## config.mk

```make
export PLATFORM = sky130hd
export DESIGN_NAME = eth_vlg_rto
export DESIGN_NICKNAME = d
export VERILOG_FILES = /design/src/rtl/eth_vlg_rto.sv
export SDC_FILE = /design/constraint.sdc
export NUM_CORES = 1
export LEC_CHECK = 0
export BUFFER_PORTS_ARGS = -buffer_cell sky130_fd_sc_hd__buf_2
export CELL_PAD_IN_SITES_DETAIL_PLACEMENT = 1
export CELL_PAD_IN_SITES_GLOBAL_PLACEMENT = 2
export CORE_MARGIN = 10
export CORE_UTILIZATION = 32
export CTS_CLUSTER_SIZE = 30
export DETAILED_ROUTE_END_ITERATION = 12
export PLACE_DENSITY_LB_ADDON = 0.05
export SKIP_CTS_REPAIR_TIMING = 1
export SYNTH_ARGS = -nofsm -noshare
export SYNTH_HDL_FRONTEND = slang
export SYNTH_SLANG_ARGS = --single-unit
```

## constraint.sdc

```tcl
create_clock -name clk -period 2.2 [get_ports clk]
set_clock_uncertainty 0.05 [all_clocks]
set_input_delay 0 -clock clk [delete_from_list [all_inputs] [get_ports clk]]
set_output_delay 0 -clock clk [all_outputs]
set_load 0.03 [all_outputs]
```

## src/rtl/eth_vlg_rto.sv

```systemverilog
// eth_vlg_rto: retransmission timer with exponential backoff; tick/arm/ack in, timeout/fail/busy/retry_cnt/rto_cur out
module eth_vlg_rto #(
  parameter int RTO_INIT = 8,
  parameter int RTO_MAX  = 64,
  parameter int RETRIES  = 4
)(
  input  logic                           clk,
  input  logic                           rst,
  input  logic                           tick,
  input  logic                           arm,
  input  logic                           ack,
  output logic                           timeout,
  output logic                           fail,
  output logic                           busy,
  output logic [$clog2(RETRIES+1)-1:0]   retry_cnt,
  output logic [$clog2(RTO_MAX+1)-1:0]   rto_cur
);
  localparam int RW = $clog2(RETRIES+1);
  localparam int TW = $clog2(RTO_MAX+1);
  localparam logic [TW-1:0] INIT = TW'(RTO_INIT);
  localparam logic [TW:0] MAX = (TW+1)'(RTO_MAX);
  typedef enum logic [1:0] {IDLE, RUN, FAIL} state_t;
  state_t state, state_n;
  logic [TW-1:0] elapsed, elapsed_n, rto_n;
  logic [RW-1:0] retry_n;
  logic [TW:0] rto_dbl;
  logic timeout_n;
  assign rto_dbl = {rto_cur, 1'b0};
  always_ff @(posedge clk) begin
    if (rst) begin
      state     <= IDLE;
      elapsed   <= '0;
      rto_cur   <= INIT;
      retry_cnt <= '0;
      timeout   <= 1'b0;
      fail      <= 1'b0;
      busy      <= 1'b0;
    end else begin
      state     <= state_n;
      elapsed   <= elapsed_n;
      rto_cur   <= rto_n;
      retry_cnt <= retry_n;
      timeout   <= timeout_n;
      fail      <= state_n == FAIL;
      busy      <= state_n == RUN;
    end
  end
  always_comb begin
    state_n   = state;
    elapsed_n = elapsed;
    rto_n     = rto_cur;
    retry_n   = retry_cnt;
    timeout_n = 1'b0;
    if (ack || arm) begin
      state_n   = ack ? IDLE : RUN;
      elapsed_n = '0;
      rto_n     = INIT;
      retry_n   = '0;
    end else if (state == RUN && tick) begin
      if (elapsed != rto_cur - 1'b1) begin
        elapsed_n = elapsed + 1'b1;
      end else if (retry_cnt < RW'(RETRIES)) begin
        timeout_n = 1'b1;
        retry_n   = retry_cnt + 1'b1;
        rto_n     = rto_dbl > MAX ? MAX[TW-1:0] : rto_dbl[TW-1:0];
        elapsed_n = '0;
      end else begin
        state_n = FAIL;
      end
    end
  end
endmodule

```

==> summary.txt <==
Layout
  – Most frequent cells in the layout: 17 x dfxtp_1, 14 x buf_2, 11 x nor2_1, 11 x nand3_1, 10 x a21oi_1
  – Final non-filler cell total: 168
  – Final instance area: 1180 um2
  – Storage element area: 383 um2
  – N_diodes: 0
  – Final #Nets: 145
  – Multi-input logic area: 577 um2
  – Area Growth Syn to Fin: 18.2%
  – Commonest non-fill, non-tap cell in the layout: dfxtp_1
  – Filler instances: 378
  – Layout cell share with drive strength beyond 1: 22.2%

GRT
  – Total track usage: 9.77%
  – Largest net degree at the start of global routing: 15
  – Initial antenna violation count: 0
  – Grt ovf: 0
  – Vias in the first global route: 894
  – First-pass GRT wire length: 4.32 mm

Clock tree
  – CTS H-tree depth: 1
  – Max clock buf depth: 2
  – Clock-pin slew on the worst setup and hold paths: 0.11 ns
  – Clock sinks: 19
  – CTS buffer count: 3
  – Root Driver: clkbuf_4
  – TritonCTS clock tree: built
  – Clk_lat worst skew: 0.30 ns

Timing
  – Hold Vio Cnt, Final: 0
  – Final worst path period need: 2.07 ns
  – Setup TNS: 0 ns
  – Crit share post-route: 94.0%
  – Slew @ Worst Pin: 0.572 ns
  – Fin. max-slew vios: 0
  – Final setup vio count: 0
  – Hold WS: 0.0529 ns
  – Slew margin rel.: 61.9%
  – FMAX: 484 MHz
  – RSZ-0062 raised after global routing: false

Worst setup path
  – Slowest CP cell: nor4_2
  – CP delay by family, top: simple AND/OR/NAND/NOR gates
  – Crit Path Max Fanout: 5
  – Reg2Reg Depth: 7
  – CP Capture Type: register
  – Critical Path RT: 2.35 ns
  – Worst path arrival time: 2.22 ns
  – WP buf/inv: 1
  – Levels on crit path: 7
  – CP Class: register to register
  – Cells along the critical path: inv_1 -> ha_1 -> xor2_1 -> nand4_2 -> nor4_2 -> nor2_1 -> o21a_1
  – Max stage delay on crit path: 0.49 ns
  – Critical path startpoint category: register

Pwr
  – Leakage: 0.443 nW
  – P per Cell Area: 478 nW/um2
  – Maximum VDD drop: 237 uV
  – Power Total: 0.000563 W

Yosys
  – Seq cells post-synth: 19
  – Synth warn: 0
  – Mapped Cells: 112
  – EDFF count, synth: 0
  – Synth Area per Inst: 8.88 um2
  – Asr flop ratio synth: 0%
  – Dominant synthesized flop cell: dfxtp_1
  – Distinct cells, synth: 34
  – Synth Cell Area: 995 um2
  – Sequential fraction of the synthesis area: 38.2%

Worst hold path
  – Hold Crit Class: primary input to register
  – Hold depth: 4

Floorplanning
  – Cell Rows: 20
  – Ports: 18
  – Die Width: 75.8 um
  – Die height: 75.8 um
  – Core Area: 3000 um2
  – Initial Util: 33.1%
  – Full die area: 5740 um2

Routing
  – Antenna Nets Post-Route: 0
  – Drt initial violations: 71
  – WL final: 2.55 mm
  – Via/cell ratio: 5.14
  – DRC: 0
  – TritonRoute pass-1 iters: 2
  – Wire per inst: 15.2 um
  – DR vias: 864

Place
  – Post-detail-place hpwl: 1.95 mm
  – RePlAce Congestion: 0.763
  – Post-Place Cell Area: 1120 um2
  – I/O Buffers: 14
  – Post-Place Cells: 161

Flow run
  – Max-cap violation count: 0

Status
  – Status: completed
-- worst min-delay path: cells and delay by family --
kind / cells / cell delay (ns)
AOI/OAI and AO/OA: 1 / 0.11
buffers and inverters: 1 / 0.12
and+or+nand+nor: 2 / 0.14
-- cells in the mapped netlist, types with 2 or more instances --
master    instances  area share (%)
dfxtp_1          19              38
inv_1             5             1.9
nor3_1            3             1.5
a21oi_1          10             5.0
nand2_1           8             3.0
nor2_1           11             4.2
xnor2_1           2             1.8
xor2_1            2             1.8
mux2i_1           3             3.0
buf_4             3             2.3
nand2b_1          2             1.3
o21ai_0           4             2.0
ha_1              4             5.0
nand3_1          11             5.5
o31ai_1           3             2.3
or3_1             4             2.5
-- state kept, by name (all words and copies together), names as in the netlist --
signal     flops
busy           1
elapsed        7
fail           1
retry_cnt      3
rto_cur        4
state          2
timeout        1
-- routing by layer --
layer	vias up	GRT usage (%)	routed length, um
li1	439	-	-
met5	-	0	0
met2	13	15.9	1170
met3	2	3.13	105
met1	410	12.3	1270
met4	0	1.86	9
-- where the power goes --
part	switching (W)	total (W)	leakage [nW]	internal (W)
registers	0.00000187	0.000348	0.153	0.000346
logic	0.0000242	0.0000366	0.274	0.0000124
clock network	0.000108	0.000179	0.0150	0.0000707
total	0.000134	0.000563	0.443	0.000429
-- path summary, 6_finish.rpt --
kind	startpoint	end	slack, ns
max	rto_cur[3]$_SDFFE_PP1P_	busy$_SDFF_PP0_	0.13
min	tick	state[0]$_SDFF_PP0_	0.05
max reg2reg	rto_cur[3]$_SDFFE_PP1P_	busy$_SDFF_PP0_	0.13
min reg2reg	retry_cnt[1]$_SDFFE_PP0P_	retry_cnt[1]$_SDFFE_PP0P_	0.45
-- area by class of cell --
class,instances,share of cell area (%)
multi-input cells,86,49.0
flip-flops and latches,19,32.6
repair buffers,21,11.1
well taps,33,3.51
clock buffers,4,2.23
inverters,5,1.60
-- kinds of logic (layout without fill, tap and decap cells) --
logic type | after synthesis | in the layout | share of synthesized area, %
AND/OR/NAND/NOR | 48 | 48 | 27.7
AO/OA/AOI/OAI | 22 | 22 | 13.6
flip-flops | 19 | 19 | 38.2
buffers and inverters | 9 | 30 | 4.53
XOR/XNOR | 6 | 6 | 7.55
adder cells (fa/ha/maj) | 4 | 4 | 5.03
multiplexers | 3 | 3 | 3.02
other | 1 | 3 | 0.377
-- per-stage QoR --
step           utilization (%)  setup WS [ns]
3_5_place_dp              37.3         0.0774
2_1_floorplan                -         0.0919
6_report                  39.2          0.132
5_1_grt                   39.2         0.0154
4_1_cts                   38.2         0.0562
3_3_place_gp              37.3          0.124
Note: power is estimated with default switching activity, not from simulation.
